<file path="config.mk">
export PLATFORM = sky130hd
export DESIGN_NAME = kl8e_tx_ctrl
export DESIGN_NICKNAME = d
export VERILOG_FILES = /design/src/rtl/kl8e_tx_ctrl.sv
export SDC_FILE = /design/constraint.sdc
export NUM_CORES = 1
export LEC_CHECK = 0
export CORE_ASPECT_RATIO = 1.75
export CORE_MARGIN = 4
export CORE_UTILIZATION = 31
export DETAILED_ROUTE_END_ITERATION = 8
export GPL_ROUTABILITY_DRIVEN = 0
export PLACE_DENSITY = 0.52
export RECOVER_POWER = 100
export SETUP_SLACK_MARGIN = 0.15
export SLEW_MARGIN = 20
export SYNTH_ARGS = -nofsm -noshare
export SYNTH_HDL_FRONTEND = slang
export SYNTH_SLANG_ARGS = --single-unit
</file>
<file path="constraint.sdc">
create_clock -name clk100 -period 2.6 [get_ports clk100]
set_clock_uncertainty 0.2 [all_clocks]
set_input_delay 0.26 -clock clk100 [delete_from_list [all_inputs] [get_ports clk100]]
set_output_delay 0.26 -clock clk100 [all_outputs]
set_load 0.1 [all_outputs]
</file>
<file path="src/rtl/kl8e_tx_ctrl.sv">
// KL8E console transmitter IOT controller: decodes 603x/604x IOTs and sequences
// flag, load and skip actions. Define KL8E_SPI_EN to enable SPI (op 5) skip-on-interrupt.
module kl8e_tx_ctrl #(
    parameter int          LOAD_CYCLES = 2,
    parameter logic [5:0]  DEV_CODE    = 6'o04
) (
    input  logic        clk100,
    input  logic        reset,
    input  logic        iot_strobe,
    input  logic [0:11] instr,
    input  logic [0:11] ac,
    input  logic        tx_flag,
    input  logic        kbd_flag,
    output logic        tx_load,
    output logic        tx_set_flag,
    output logic        tx_clear_flag,
    output logic [0:11] tx_char,
    output logic        iot_done,
    output logic        skip,
    output logic        int_req
);

`ifdef KL8E_SPI_EN
    localparam bit SPI_EN = 1'b1;
`else
    localparam bit SPI_EN = 1'b0;
`endif

    localparam logic [5:0] KIE_DEV   = 6'o03;
    localparam logic [3:0] LOAD_INIT = 4'(LOAD_CYCLES);

    localparam logic [2:0] OP_TFL = 3'd0;
    localparam logic [2:0] OP_TSF = 3'd1;
    localparam logic [2:0] OP_TCF = 3'd2;
    localparam logic [2:0] OP_TPC = 3'd4;
    localparam logic [2:0] OP_SPI = 3'd5;
    localparam logic [2:0] OP_TLS = 3'd6;

    typedef enum logic [2:0] {
        S_IDLE,
        S_DECODE,
        S_CLR,
        S_LOAD,
        S_ACK,
        S_HOLD
    } state_t;

    state_t      state;
    logic [2:0]  op_l;
    logic [0:11] ac_l;
    logic        tx_flag_l;
    logic        kbd_flag_l;
    logic        kie_l;
    logic [3:0]  cnt;
    logic        ie;

    logic [2:0]  op_in;
    logic [5:0]  dev_in;
    logic        hit_tx;
    logic        hit_kie;
    logic        accept;
    logic        skip_now;

    // Bit 0 is the MSB (PDP-8 numbering): group in [0:2], device in [3:8], op in [9:11].
    always_comb begin
        op_in   = instr[9:11];
        dev_in  = instr[3:8];
        hit_tx  = (dev_in == DEV_CODE);
        hit_kie = (dev_in == KIE_DEV) && (op_in == OP_SPI);
        accept  = iot_strobe && (instr[0:2] == 3'o6) && (hit_tx || hit_kie);
    end

    // Skip uses only values captured in IDLE, so late tx_flag changes cannot disturb it.
    always_comb begin
        skip_now = 1'b0;
        if (!kie_l) begin
            if (op_l == OP_TSF)
                skip_now = tx_flag_l;
            else if (op_l == OP_SPI)
                skip_now = SPI_EN && ie && (tx_flag_l || kbd_flag_l);
        end
    end

    // NOTE: every register here is plain control state (no memory arrays), so all of
    // it takes the async reset; sequential updates use non-blocking assignments only.
    always_ff @(posedge clk100 or negedge reset) begin
        if (!reset) begin
            state         <= S_IDLE;
            op_l          <= 3'd0;
            ac_l          <= 12'o0000;
            tx_flag_l     <= 1'b0;
            kbd_flag_l    <= 1'b0;
            kie_l         <= 1'b0;
            cnt           <= 4'd0;
            ie            <= 1'b1;
            tx_load       <= 1'b0;
            tx_set_flag   <= 1'b0;
            tx_clear_flag <= 1'b0;
            tx_char       <= 12'o0000;
            iot_done      <= 1'b0;
            skip          <= 1'b0;
            int_req       <= 1'b0;
        end else begin
            tx_load       <= 1'b0;
            tx_set_flag   <= 1'b0;
            tx_clear_flag <= 1'b0;
            iot_done      <= 1'b0;
            skip          <= 1'b0;
            int_req       <= ie && tx_flag;

            unique case (state)
                S_IDLE: begin
                    if (accept) begin
                        op_l       <= op_in;
                        ac_l       <= ac;
                        tx_flag_l  <= tx_flag;
                        kbd_flag_l <= kbd_flag;
                        kie_l      <= hit_kie && !hit_tx;
                        state      <= S_DECODE;
                    end
                end

                S_DECODE: begin
                    state <= S_ACK;
                    if (kie_l) begin
                        ie <= ac_l[11];
                    end else begin
                        case (op_l)
                            OP_TFL:         tx_set_flag <= 1'b1;
                            OP_TCF, OP_TLS: state <= S_CLR;
                            OP_TPC: begin
                                cnt   <= LOAD_INIT;
                                state <= S_LOAD;
                            end
                            default: ;
                        endcase
                    end
                end

                S_CLR: begin
                    tx_clear_flag <= 1'b1;
                    if (op_l == OP_TLS) begin
                        cnt   <= LOAD_INIT;
                        state <= S_LOAD;
                    end else begin
                        state <= S_ACK;
                    end
                end

                S_LOAD: begin
                    tx_load <= 1'b1;
                    tx_char <= ac_l;
                    cnt     <= cnt - 4'd1;
                    if (cnt <= 4'd1)
                        state <= S_ACK;
                end

                S_ACK: begin
                    iot_done <= 1'b1;
                    skip     <= skip_now;
                    state    <= S_HOLD;
                end

                S_HOLD: begin
                    if (!iot_strobe)
                        state <= S_IDLE;
                end

                default: state <= S_IDLE;
            endcase
        end
    end

endmodule

</file>
==> results of run 1 <==
==> layout make-up <==
class / instances / area (um2) / share of cell area [%]
repair buffers: 51 / 367 / 15.4
inverters: 4 / 15.0 / 0.632
multi-input cells: 87 / 734 / 30.9
well taps: 78 / 97.6 / 4.11
clock inverters: 2 / 12.5 / 0.527
clock buffers: 6 / 72.6 / 3.05
flip-flops and latches: 43 / 1080 / 45.3
==> power by group <==
group	switching, uW	internal, uW
Sequential	49.0	715
Combinational	218	119
Clock	225	188
Total	492	1020
==> routing by layer <==
metal,global-route usage [%],wire length (um),vias up
li1,-,-,607
met1,13.1,1530,644
met2,24.2,2360,32
met3,2.84,182,6
met4,5.23,72,0
met5,0,0,-
==> cells by family (layout without fill, tap and decap cells) <==
| family | Yosys count | count (layout) |
|---|---|---|
| DFF | 43 | 43 |
| AOI/OAI and AO/OA | 15 | 15 |
| buffers and inverters | 9 | 63 |
| muxes | 30 | 30 |
| adders and majority gates | 2 | 2 |
| and+or+nand+nor | 40 | 40 |
==> flip-flops by register name, indices dropped and copies added, names as in the netlist, 3 cells and up <==
name     count
ac_l        12
cnt          4
op_l         3
state        3
tx_char     12
==> how the worst max path moves through the flow <==
stage | to | from | cells past startpoint
final | cnt[2]$_DFFE_PN0P_ | state[1]$_DFFE_PN0P_ | 5
after global routing | kie_l$_DFFE_PN0P_ | instr[9] | 6
after CTS | op_l[0]$_DFFE_PN0P_ | state[1]$_DFFE_PN0P_ | 5
after detailed placement | ac_l[7]$_DFFE_PN0P_ | instr[5] | 6
after global placement | ac_l[6]$_DFFE_PN0P_ | instr[5] | 6
after floorplan | ac_l[1]$_DFFE_PN0P_ | state[1]$_DFFE_PN0P_ | 5
==> worst register-to-register path, stage by stage, from the launching register on <==
cell      delay (ns)
dfrtp_1         0.38
clkbuf_1        0.24
or4b_2          0.72
a211o_1         0.38
o211ai_1        0.13
o31ai_1         0.11
==> stage by stage <==
step	hold slack [ns]	instances	total power, uW	cell area (um2)	worst slack [ns]
after detailed placement	0.269	261	1130	2350	0.138
final	0.309	271	1510	2380	0.322
after global routing	0.332	271	1600	2380	0.155
after global placement	0.249	261	1120	2350	0.141
after floorplan	-0.236	139	1010	1850	0.362
after CTS	0.312	270	1550	2450	0.427
==> synthesized netlist by cell type <==
cell type | count | area, um2
nor3_2 | 1 | 10.0
a211o_1 | 1 | 8.76
o21ai_0 | 3 | 15.0
nand3b_1 | 3 | 22.5
o211ai_1 | 2 | 15.0
nand4_1 | 1 | 6.26
mux2_2 | 30 | 338
a21boi_0 | 1 | 7.51
dfrtp_1 | 42 | 1050
nor3_1 | 1 | 5.00
o31a_1 | 1 | 8.76
nor4bb_1 | 1 | 10.0
buf_6 | 1 | 11.3
and2_1 | 1 | 6.26
a31oi_1 | 1 | 6.26
a221o_1 | 1 | 10.0
or3_1 | 2 | 12.5
a21oi_1 | 1 | 5.00
or4b_2 | 1 | 10.0
clkbuf_1 | 4 | 15.0
nand2_1 | 6 | 22.5
inv_1 | 4 | 15.0
o31ai_1 | 3 | 22.5
nor3b_1 | 4 | 30.0
nor3b_4 | 1 | 18.8
or4_1 | 1 | 7.51
nor4_1 | 2 | 12.5
nand4b_1 | 2 | 17.5
nor2b_1 | 1 | 6.26
nor2_1 | 4 | 15.0
dfstp_2 | 1 | 26.3
ha_1 | 2 | 25.0
a22oi_1 | 1 | 7.51
nand3_1 | 1 | 5.00
or2b_1 | 1 | 7.51
or3b_2 | 1 | 8.76
nand2b_1 | 5 | 31.3
==> what timing repair did <==
| item | in CTS | in global routing |
|---|---|---|
| buffers inserted | 0 | 0 |
| endpoints found under the setup margin | 0 | 0 |
| hold buffers | 1 | 0 |
| hold endpoints to repair | 42 | 0 |
==> results_dict.tcl, run 1 <==
set metrics [dict create \
    status "finished, final reports clean" \
    synth-simple-area-share_pct 14.3 \
    slew-limit-headroom_pct 21.7 \
    hpwl_um 3080 \
    grt_max_degree 44 \
    yosys.area_share.xor_xnor_pct 0 \
    yosysSeqAreaShare_pct 58.1 \
    pwr_density_cell_nw_per_um2 637 \
    max_freq_mhz 439 \
    yosysWarnings 0 \
    required_ns 2.57 \
    num_rows 37 \
    core_area_um2 5830 \
    die_h_um 110 \
    slowest_delay_ns 0.72 \
    drive_gt1_share_pct 23.3 \
    first_pass_iters 3 \
    area_growth_pct 28.2 \
    clock_latency_ns 0.29 \
    final_cell_mix "dfrtp_1 (42), mux2_2 (30), clkdlybuf4s50_1 (25)" \
    cts_buffers 5 \
    r2r_start "state[1]$_DFFE_PN0P_" \
    htree_num_levels 2 \
    grt_pass1_vias 1457 \
    antennaDiodeCount 0 \
    clock_sinks 43 \
    cp_max_fo 13 \
    initial_utilization_pct 31.8 \
    avgSynthCellArea_um2 13.3 \
    min_from "ac_l[3]$_DFFE_PN0P_" \
    crit_buf_inv 1 \
    period_share_pct 87.6 \
    synth_fa_ha_area_share_pct 1.35 \
    hold_viol 0 \
    reg2reg_setup_slack_ns 0.32 \
    max-cap-violations 0 \
    post-route-util_pct 40.7 \
    end_kind "flip-flop" \
    fin_crit_ns 2.28 \
    viasPerCell 4.76 \
    grt_first_pass_wirelength_um 6960 \
    synthesis.nets 170 \
    synth_top_family_by_area "multiplexers" \
    numPortBuffers 45 \
    ant_nets 0 \
    postCtsResizedCells 0 \
    muxShareOfSynthArea_pct 18.2 \
    slowest_stage "or4b_2" \
    syn-cell-area_um2 1850 \
    ios 47 \
    startpoint_type "flip-flop" \
    drc 0 \
    synth.distinct_cells 37 \
    p_leak_uw 0.00109 \
    clk_path_buf_depth 2 \
    cp.arrival_ns 2.25 \
    clockRootBuffer "clkbuf_8" \
    setup_viol 0 \
    cp_cell_sequence "clkbuf_1, or4b_2, a211o_1, o211ai_1, o31ai_1" \
    route.detailed.wl_per_inst_um 15.3 \
    netlist_instances 139 \
    critical_path_class "reg2reg" \
    clk_pin_slew_ns 0.08 \
    fin_tns_setup_ns 0 \
    drtIter0Drc 26 \
    cp_top_family "simple AND/OR/NAND/NOR gates" \
    min_to "ac_l[3]$_DFFE_PN0P_" \
    filler_cell_count 626 \
    cts_tree "done" \
    die_w_um 66.4 \
    nets 223 \
    drv_slew 0 \
    holdPathStages 1 \
    ys_seq_elements 43 \
    grt_antenna_before_repair 0 \
    rsz0062_at_grt "no" \
    worst_pin_slew_ns 1.18 \
    hold_class "reg2reg" \
    synth_compound_area_share_pct 5.74 \
    die_area_um2 7330 \
    ir_worst_vdd_mv 0.227 \
    r2r_end "cnt[2]$_DFFE_PN0P_" \
    rr_worst_depth 5 \
    overflow 0 \
    track_usage_pct 12.7 \
    totalWireLength_um 4140 \
    vias 1289 \
    final_common_cell "dfrtp_1" \
]
No activity file was read; power rests on OpenSTA's default activity.
==> run 2: changes to the inputs <==
clock period = 2.7 ns   (was 2.6 ns; I/O delays follow)
==> run 2 against run 1 <==
Global-route usage down 0.41 points; wire length is 4.3% lower; first-iteration DRC count up 69%; critical endpoint is now ac_l[10]$_DFFE_PN0P_; sequential cell count stayed put; largest cell class unchanged; critical path type is now in2reg; via count is essentially flat; register-to-register slack improved by 0.095 ns; non-clock buffer count fell by 2.
==> results_dict.tcl, run 2 (synthesized netlist as in run 1, its figures left out) <==
set metrics [dict create \
    required_ns 2.67 \
    pwr_density_cell_nw_per_um2 618 \
    seq_power_share_pct 51.5 \
    ir_worst_vdd_mv 0.316 \
    holdWs_ns 0.307 \
    worst_pin_slew_ns 1.20 \
    startpoint_type "primary input" \
    vias 1290 \
    p_int_uw 1010 \
    slew-limit-headroom_pct 20.6 \
    drc 0 \
    slowest_delay_ns 0.50 \
    slowest_stage "or4_1" \
    nets 221 \
    numPortBuffers 45 \
    cts_tree "done" \
    route.detailed.wl_per_inst_um 14.7 \
    clock_sinks 43 \
    drive_gt1_share_pct 23.0 \
    clk_path_buf_depth 2 \
    fin_tns_setup_ns 0 \
    setup_viol 0 \
    final_cell_mix "dfrtp_1 (42), mux2_2 (30), clkdlybuf4s50_1 (26)" \
    clk_pin_slew_ns 0.08 \
    die_w_um 66.4 \
    hold_class "reg2reg" \
    hpwl_um 2970 \
    end_kind "flip-flop" \
    status "finished, final reports clean" \
    track_usage_pct 12.3 \
    p_leak_uw 0.00109 \
    crit_start "instr[5]" \
    area_growth_pct 27.6 \
    clock_latency_ns 0.29 \
    hold_viol 0 \
    grt_pass1_vias 1414 \
    viasPerCell 4.80 \
    final_common_cell "dfrtp_1" \
    p_total_uw 1460 \
    cp.arrival_ns 2.26 \
    rsz0062_at_grt "no" \
    first_pass_iters 4 \
    netSwitchingPower_uw 454 \
    post_cts.repair.setup_buffers 0 \
    rr_worst_depth 5 \
    clkPwrFrac_pct 28.3 \
    core_area_um2 5830 \
    antennaDiodeCount 0 \
    critical_path_class "in2reg" \
    r2r_end "ac_l[10]$_DFFE_PN0P_" \
    fin_crit_ns 2.28 \
    max_freq_mhz 438 \
    max-cap-violations 0 \
    cts_buffers 5 \
    initial_utilization_pct 31.8 \
    grt_antenna_before_repair 0 \
    period_share_pct 84.6 \
    die_area_um2 7330 \
    num_rows 37 \
    crit_end "ac_l[10]$_DFFE_PN0P_" \
    cp_max_fo 8 \
    r2r_start "state[1]$_DFFE_PN0P_" \
    drv_slew 0 \
    ant_nets 0 \
    clockRootBuffer "clkbuf_8" \
    overflow 0 \
    grt_first_pass_wirelength_um 6770 \
    totalWireLength_um 3960 \
    reg2reg_setup_slack_ns 0.42 \
    post-route-util_pct 40.5 \
    placed_cells 260 \
    cp_cell_sequence "clkdlybuf4s50_1, or4_1, nor3_1, nor3b_1, buf_4, mux2_2" \
    htree_num_levels 2 \
    fin_cells 269 \
    drtIter0Drc 44 \
    grt_max_degree 44 \
    ios 47 \
    die_h_um 110 \
    combinationalPowerShare_pct 20.2 \
    top_regs "ac_l x12, tx_char x12, cnt x4" \
    p_sw_share_pct 31.1 \
]
## run 2: cell count changes in the layout (fill, tap and decap cells not counted), sizes merged
cell and delta:
clkinvlp -1, dlygate4sd3 -1, clkdlybuf4s50 +1, clkbuf -3
buf +2
## run 2: worst min path at each step
stage                                   start  depth (start not counted)  slack [ns]                  end
after CTS                 ac_l[3]$_DFFE_PN0P_                          1        0.31  ac_l[3]$_DFFE_PN0P_
after global placement                  reset                          1        0.26    int_req$_DFF_PN0_
after detailed placement                reset                          1        0.29    int_req$_DFF_PN0_
final                     ac_l[2]$_DFFE_PN0P_                          1        0.31  ac_l[2]$_DFFE_PN0P_
after floorplan                         reset                          0       -0.23  ac_l[0]$_DFFE_PN0P_
after global routing      ac_l[2]$_DFFE_PN0P_                          1        0.32  ac_l[2]$_DFFE_PN0P_
## run 2: stage by stage
stage	area (um2)	worst slack, ns
after floorplan	1850	0.462
after detailed placement	2350	0.230
after CTS	2450	0.512
final	2360	0.417
after global placement	2350	0.227
after global routing	2360	0.220
## run 2: worst max-delay path, delay by kind of cell
kind	cells	cell delay [ns]
buffers and inverters	2	0.66
muxes	1	0.35
and+or+nand+nor	3	0.98
## run 2: area by class of cell
class | count | area, um2
fillers | 608 | 3470
flip-flops and latches | 43 | 1080
multi-input cells | 87 | 718
repair buffers | 49 | 365
well taps | 78 | 97.6
clock buffers | 7 | 86.3
inverters | 4 | 15.0
clock inverters | 1 | 5.00
## run 2: routing by layer
metal / vias to the layer above / global-route usage [%] / part of all wire [%]
met5: - / 0 / 0
met1: 651 / 13.4 / 38
met3: 5 / 2.43 / 4.0
li1: 601 / - / -
met2: 33 / 22.7 / 56
met4: 0 / 5.23 / 2.1
## run 2: power by group through the flow
stage	combinational, uW	sequential, uW	clock (uW)
detailed placement	309	769	0
global placement	302	762	0
finish	294	752	413
floorplan	146	822	0
CTS	311	756	434
global route	319	765	460
## run 2: repair_timing
item	in CTS	in global routing
resized for setup	0	0
hold endpoints to repair	42	0
hold buffers	1	0
==> run 3: changes to the inputs <==
clock period = 2.2 ns   (was 2.7 ns; I/O delays follow)
==> run 3 against run 2 <==
Utilization is 6.0 points higher; global-route usage is 1.6 points higher; die area unchanged; first-iteration DRC count down 4.5%; critical path depth up 1; setup slack lost 0.41 ns; sequential power grew 20%; via count is 4.0% higher; cell area increased by 15%.
==> results_dict.tcl, run 3 (synthesized netlist as in run 1, its figures left out) <==
set metrics [dict create \
    hold_viol 0 \
    ant_nets 0 \
    wl_met1_um 1780 \
    filler_cell_count 573 \
    viasPerCell 4.79 \
    cp_cell_sequence "or4_4, nor3_4, nor3b_4, buf_4, buf_6, buf_16, mux2_4" \
    p_leak_uw 0.00129 \
    critical_path_class "reg2reg" \
    die_w_um 66.4 \
    htree_num_levels 2 \
    fin_crit_ns 2.19 \
    wl_met3_um 216 \
    numPortBuffers 45 \
    drv_slew 0 \
    status "finished, final reports clean" \
    top_regs "ac_l x12, tx_char x12, cnt x4" \
    num_rows 37 \
    clock_sinks 43 \
    clk_path_buf_depth 2 \
    clockRootBuffer "clkbuf_8" \
    area_growth_pct 46.4 \
    grt_antenna_before_repair 0 \
    dpl_cell_area_um2 2380 \
    totalWireLength_um 4450 \
    cts_buffers 5 \
    cp_max_fo 8 \
    slowest_delay_ns 0.43 \
    final_cell_mix "dfrtp_1 (42), buf_4 (24), clkdlybuf4s50_1 (21)" \
    met2_length_um 2390 \
    fin_tns_setup_ns 0 \
    slowest_stage "or4_4" \
    cts_tree "done" \
    die_h_um 110 \
    slew-limit-headroom_pct 35.8 \
    grt_first_pass_wirelength_um 7640 \
    rsz0062_at_grt "yes" \
    grt_max_degree 27 \
    grt_pass1_vias 1510 \
    hpwl_um 3130 \
    timing.final.ws_setup_ns 0.00822 \
    end_kind "flip-flop" \
    worst_pin_slew_ns 0.963 \
    hold_class "in2reg" \
    pre_cts_slack_ns -0.271 \
    max_freq_mhz 456 \
    required_ns 2.18 \
    drive_gt1_share_pct 38.1 \
    final_common_cell "dfrtp_1" \
    max-cap-violations 0 \
    track_usage_pct 13.9 \
    setup_viol 0 \
    overflow 0 \
    highest_layer "met4" \
    first_pass_iters 4 \
    clock_latency_ns 0.29 \
    period_share_pct 99.6 \
    ir_worst_vdd_mv 0.392 \
    cp.arrival_ns 2.17 \
    fin_area_um2 2710 \
    vias 1341 \
    route.detailed.wl_per_inst_um 15.9 \
    drc 0 \
    ios 47 \
    antennaDiodeCount 0 \
    drtIter0Drc 42 \
    pwr_density_cell_nw_per_um2 698 \
    clk_pin_slew_ns 0.08 \
    nets 232 \
    core_area_um2 5830 \
    initial_utilization_pct 31.8 \
    startpoint_type "flip-flop" \
    die_area_um2 7330 \
]
-- run 3: changes by cell type in the layout (fill, tap and decap cells not counted), moves of 3 or more --
| cell | before | now |
|---|---|---|
| buf_4 | 3 | 24 |
| clkdlybuf4s50_1 | 26 | 21 |
| mux2_4 | 0 | 17 |
| mux2_2 | 30 | 13 |
| dlygate4sd2_1 | 0 | 5 |
| clkbuf_1 | 19 | 2 |
| buf_6 | 0 | 3 |
-- run 3: final cells by class --
type	instances	area [um2]	share of cell area, %
Inverter	4	15.0	0.554
Multi-Input combinational cell	87	838	30.9
Tap cell	78	97.6	3.60
Timing Repair Buffer	60	581	21.4
Clock inverter	1	7.51	0.277
Clock buffer	7	96.3	3.55
Sequential cell	43	1080	39.7
-- run 3: timing repair --
item | in CTS | in global routing
gates resized for setup | 31 | 2
buffers inserted | 6 | 0
pin swaps | 4 | 0
hold endpoints to repair | 17 | 0
endpoints found under the setup margin | 17 | 19
hold buffers | 1 | 0
gates cloned | 2 | 0
-- run 3: routing by layer --
| metal | vias to the layer above | track usage, % |
|---|---|---|
| met1 | 670 | 16.1 |
| met4 | 0 | 5.67 |
| li1 | 626 | - |
| met5 | - | 0 |
| met2 | 40 | 24.4 |
| met3 | 5 | 3.04 |
-- run 3: path summary, 6_finish.rpt --
kind	start	to	cells past startpoint	slack [ns]
max reg2reg	state[1]$_DFFE_PN0P_	op_l[0]$_DFFE_PN0P_	7	0.008
min	instr[9]	op_l[2]$_DFFE_PN0P_	2	0.12
min reg2reg	tx_char[5]$_DFFE_PN0N_	tx_char[5]$_DFFE_PN0N_	1	0.31
min in group asynchronous	reset	ac_l[0]$_DFFE_PN0P_	2	0.39
max	state[1]$_DFFE_PN0P_	op_l[0]$_DFFE_PN0P_	7	0.008
max in group asynchronous	reset	ac_l[2]$_DFFE_PN0P_	3	0.51
-- run 3: per-stage QoR --
step                hold WS [ns]  utilization, %  cells  power [uW]
global route               0.115            46.5    280        1990
finish                     0.115            46.5    280        1890
detailed placement       -0.0238            40.8    263        1340
CTS                        0.108            46.4    280        1910
floorplan                 -0.276               -    139        1190
global placement         -0.0412            40.8    263        1330
-- run 3: power by group --
group | internal (uW) | switching (uW)
Clock | 286 | 270
Sequential | 845 | 60.1
Combinational | 169 | 264
Total | 1300 | 594
-- run 3: worst max-delay path: cells and delay by family, from the launching register on --
family                 cells  cell delay (ns)
flip-flops                 1             0.40
AND/OR/NAND/NOR            3             0.82
buffers and inverters      3             0.37
multiplexers               1             0.30
==> patch 1 (config.mk and constraints of run 1) <==
Re-encode `state_t` (6 states) as one-hot, 6 bits wide.
--- a/src/rtl/kl8e_tx_ctrl.sv
+++ b/src/rtl/kl8e_tx_ctrl.sv
@@ -36,13 +36,13 @@
     localparam logic [2:0] OP_SPI = 3'd5;
     localparam logic [2:0] OP_TLS = 3'd6;
 
-    typedef enum logic [2:0] {
-        S_IDLE,
-        S_DECODE,
-        S_CLR,
-        S_LOAD,
-        S_ACK,
-        S_HOLD
+    typedef enum logic [5:0] {
+        S_IDLE   = 6'b000001,
+        S_DECODE = 6'b000010,
+        S_CLR    = 6'b000100,
+        S_LOAD   = 6'b001000,
+        S_ACK    = 6'b010000,
+        S_HOLD   = 6'b100000
     } state_t;
 
     state_t      state;
Function: no difference found for any inputs over 10 cycles, from zero or initial values and one cycle with reset low; not proved beyond that.
==> patch 1 against run 1 <==
- sequential cell count grew 3
- area after synthesis grew 9.5%
- final area grew 6.9%
- routed wire length grew 5.5%
- worst setup slack lost 0.035 ns
Power is not compared: it rests on default switching activity, and its combinational part moved more than twofold at a synthesized area within 25%.
==> patch 1: results (changes against run 1) <==
* Synth top cells by count: 44 x dfrtp_1, 42 x nand2_1, 10 x mux2_2 (was 42 x dfrtp_1, 30 x mux2_2, 6 x nand2_1)
* Hold Crit Endpoint: tx_char[7] (was ac_l[3])
* Worst EP arrival at 2.30 ns (was 2.25 ns)
* Maximum vdd ir drop at 0.312 mV
* Global-route wire length before repair at 7510 um (was 6960 um)
* # hold bufs at CTS at 1 (unchanged)
* CTS max path bufs at 2 (unchanged)
* Share of cells above drive strength 1 at 0.139 (was 0.233)
* Final min period at 2.31 ns (was 2.28 ns)
* CP top delay family: buffers and inverters (was simple AND/OR/NAND/NOR gates)
* Port bufs at 45 (unchanged)
* Largest regs: ac_l: 12 flops, tx_char: 12 flops, state: 6 flops (was ac_l: 12 flops, tx_char: 12 flops, cnt: 4 flops)
* GRT Total Usage at 0.118 (was 0.127)
* Status: completed (unchanged)
* CP peak stage delay at 0.44 ns (was 0.72 ns)
* Area contributors post-synth: dfrtp_1 54%, nand2_1 7.8%, mux2_4 5.9% (was dfrtp_1 57%, mux2_2 18%, nand2b_1 1.7%)
* Post-synthesis compound-gate area fraction at 0.0752 (was 0.0574)
* Post-Route WL at 4370 um (was 4140 um)
* Placed Cells at 302 (was 261)
* Post-synthesis mux area share at 0.115 (was 0.182)
* Initial DRC Count at 43 (was 26)
* Pre-CTS setup slack at 0.156 ns (was 0.138 ns)
* Fillcell total at 662 (was 626)
* Placed cell areas at 2530 sq um (was 2350 sq um)
* Nets at 261 (was 223)
* Worst-path clk slew at 0.08 ns (about the same)
* Hold Slack at 0.266 ns (was 0.309 ns)
* Adder-Cell Fraction of Synth Area at 0.0123 (was 0.0135)
* Largest net degree at the start of global routing at 36 (was 44)
* Seq/Total Area, Yosys at 0.568 (was 0.581)
* Synth Net Count at 208 (was 170)
* CP max FO at 8 (was 13)
* Synth cell types at 40 (was 37)
* Post-DRT Antenna Nets at 0 (unchanged)
* Setup crit end: ac_l[3] (was cnt[2])
* Worst Setup SP: state[5] (was state[1])
* Critical-path top delay cell: clkbuf_1 (was or4b_2)
* Flop-to-flop setup slack at 0.29 ns (was 0.32 ns)
* Hold_sp: ac_l[7] (was ac_l[3])
* DP HPWL at 3280 um (was 3080 um)
* Slew @ Worst Pin at 1.17 ns (was 1.18 ns)
* Vias in the first global route at 1,509 (was 1,457)
* XOR/XNOR Fraction of Synth Area at 0.00863 (was 0)
* Hold depth at 2 (was 1)
==> patch 1: changes by cell type in the layout (fill, tap and decap cells not counted), sizes merged, moves of 3 or more <==
cell   change
nand2     +36
a21oi      +3
nor3       +4
nor2       +5
mux2      -12
nor3b      -4
==> patch 1: area by class of cell <==
type | count | area [sq um] | share of cell area
well taps | 80 | 100 | 0.0394
clock inverters | 3 | 40.0 | 0.0158
repair buffers | 51 | 367 | 0.144
multi-input cells | 121 | 792 | 0.312
inverters | 5 | 18.8 | 0.00739
clock buffers | 5 | 68.8 | 0.0271
flip-flops and latches | 46 | 1150 | 0.454
==> patch 1: kinds of logic (layout without fill, tap and decap cells) <==
group	Yosys count	in the layout
compound gates	20	20
xor+xnor	2	2
simple gates	79	79
mux	18	18
buf+inv	10	64
fa+ha+maj	2	2
flops	46	46
==> patch 1: layer usage <==
layer | part of all wire | track usage
met3 | 0.035 | 0.0254
met5 | 0 | 0
met4 | 0.021 | 0.0508
met1 | 0.42 | 0.140
met2 | 0.52 | 0.205
==> patch 2 (config.mk and constraints of run 1) <==
Without the edit above. The option `KL8E_SPI_EN` is turned on by a define.
--- a/src/rtl/kl8e_tx_ctrl.sv
+++ b/src/rtl/kl8e_tx_ctrl.sv
@@ -1,5 +1,7 @@
 // KL8E console transmitter IOT controller: decodes 603x/604x IOTs and sequences
 // flag, load and skip actions. Define KL8E_SPI_EN to enable SPI (op 5) skip-on-interrupt.
+`define KL8E_SPI_EN
+
 module kl8e_tx_ctrl #(
     parameter int          LOAD_CYCLES = 2,
     parameter logic [5:0]  DEV_CODE    = 6'o04
Formal check against the unedited RTL: not equivalent (Yosys sat finds a counterexample within 4 cycles, from zero or initial values and one cycle with reset low).
==> patch 2 against run 1 <==
- final area is 3.1% higher
- core utilization is 1.1 points lower
- final cell count is 11% higher
- via count is 5.5% higher
- sequential cell count is 1 higher
- area after synthesis is 5.2% higher
- worst setup slack better by 0.19 ns
- routed wire length is 3.7% lower
- critical path type is now input pin to register
- power is 1.1% lower
==> patch 2: results (changes against run 1) <==
* Max-slew headroom at 0.221 (was 0.217)
* Vias in the first global route at 1,432 (was 1,457)
* Initial DRC Count at 35 (was 26)
* Area contributors post-synth: dfrtp_1 55%, nand2_1 7.7%, mux2_4 6.9% (was dfrtp_1 57%, mux2_2 18%, nand2b_1 1.7%)
* Flop-to-flop setup slack at 0.62 ns (was 0.32 ns)
* Seq/Total Area, Yosys at 0.565 (was 0.581)
* Synth Net Count at 201 (was 170)
* Via count at 1,360 (was 1,289)
* Initial antenna violation count at 0 (unchanged)
* Clock latency on the worst-skew pair at 0.28 ns
* Hold Slack at 0.262 ns (was 0.309 ns)
* Number of diodes at 0 (unchanged)
* Post-cts resize count at 0 (unchanged)
* DR WL/cell at 13.3 um (was 15.3 um)
* Final cell count without fillers at 300 (was 271)
* Port bufs at 46 (was 45)
* Placed Cells at 291 (was 261)
* Met1 usage at 0.134 (was 0.131)
* Final min period at 2.09 ns (was 2.28 ns)
* Nets at 250 (was 223)
* Postcts setup bufs at 0 (unchanged)
* Largest regs: ac_l: 12 flops, tx_char: 12 flops, cnt: 4 flops (unchanged)
* Synth warn at 0 (unchanged)
* Pre-CTS setup slack at 0.309 ns (was 0.138 ns)
* Global routing usage on met3 at 0.0248 (was 0.0284)
* Maximum vdd ir drop at 0.218 mV (was 0.227 mV)
* Global-route wire length before repair at 6820 um (was 6960 um)
* Worst-path clk slew at 0.08 ns (about the same)
* Fillcell total at 654 (was 626)
* Static leakage at 1.18 nW (was 1.09 nW)
* Async set-reset flop share out of synthesis at 1.00 (unchanged)
* Synth cell types at 43 (was 37)
* CP max FO at 18 (was 13)
* CTS buffer count at 5 (unchanged)
* Status: completed (unchanged)
* Share of cells above drive strength 1 at 0.0955 (was 0.233)
* Synth top cells by count: 43 x dfrtp_1, 40 x nand2_1, 9 x mux2_2, 9 x mux2_4 (was 42 x dfrtp_1, 30 x mux2_2, 6 x nand2_1)
* Initial DRT Pass Iterations at 4 (was 3)
* DP HPWL at 3040 um (was 3080 um)
* H-tree levels at 2 (unchanged)
* Syn Area/Cell at 11.5 sq um (was 13.3 sq um)
* Met2 Track Usage GR at 0.205 (was 0.242)
* Largest net degree at the start of global routing at 45 (was 44)
* GRT Total Usage at 0.117 (was 0.127)
==> patch 2: worst max-delay path: stages <==
cell           delay [ns]
dlygate4sd3_1        0.53
nor3_1               0.34
nand2_1              0.09
and4bb_1             0.32
buf_12               0.17
mux2_2               0.34
==> patch 2: through the flow <==
stage | util | power [mW] | area, sq um
after floorplan | - | 0.927 | 1950
after global placement | 0.394 | 1.03 | 2430
after detailed placement | 0.394 | 1.03 | 2430
after CTS | 0.413 | 1.54 | 2550
after global routing | 0.396 | 1.58 | 2450
final | 0.396 | 1.50 | 2450
==> patch 2: final timing paths <==
path                               to     start  cells past startpoint
setup / recovery              ac_l[0]  instr[5]                      6
hold / removal             tx_char[3]   ac_l[3]                      2
setup reg to reg               cnt[2]   op_l[1]                      4
hold reg to reg            tx_char[3]   ac_l[3]                      2
max in group asynchronous     ac_l[4]     reset                      2
min in group asynchronous     tx_load     reset                      2
==> patch 2: logic make-up after synthesis <==
kind of cell	Yosys count	synth area share
mux	21	0.137
flops	44	0.565
simple gates	71	0.183
buf+inv	14	0.0417
compound gates	18	0.0603
fa+ha+maj	2	0.0128
==> patch 2: cell type report <==
type,count,area share
flip-flops and latches,44,0.450
multi-input cells,112,0.299
repair buffers,49,0.155
well taps,80,0.0409
clock buffers,6,0.0296
clock inverters,2,0.0143
inverters,7,0.0107
==> patch 2: per-layer routing <==
layer,part of all wire,wire (um)
met1,0.38,1500
met5,0,0
met2,0.56,2230
met4,0.018,70
met3,0.048,190
==> patch 2: where the power goes <==
group / internal [mW] / switching, mW / leakage [nW]
Combinational: 0.106 / 0.141 / 0.524
Clock: 0.285 / 0.214 / 0.0552
Sequential: 0.714 / 0.0362 / 0.600
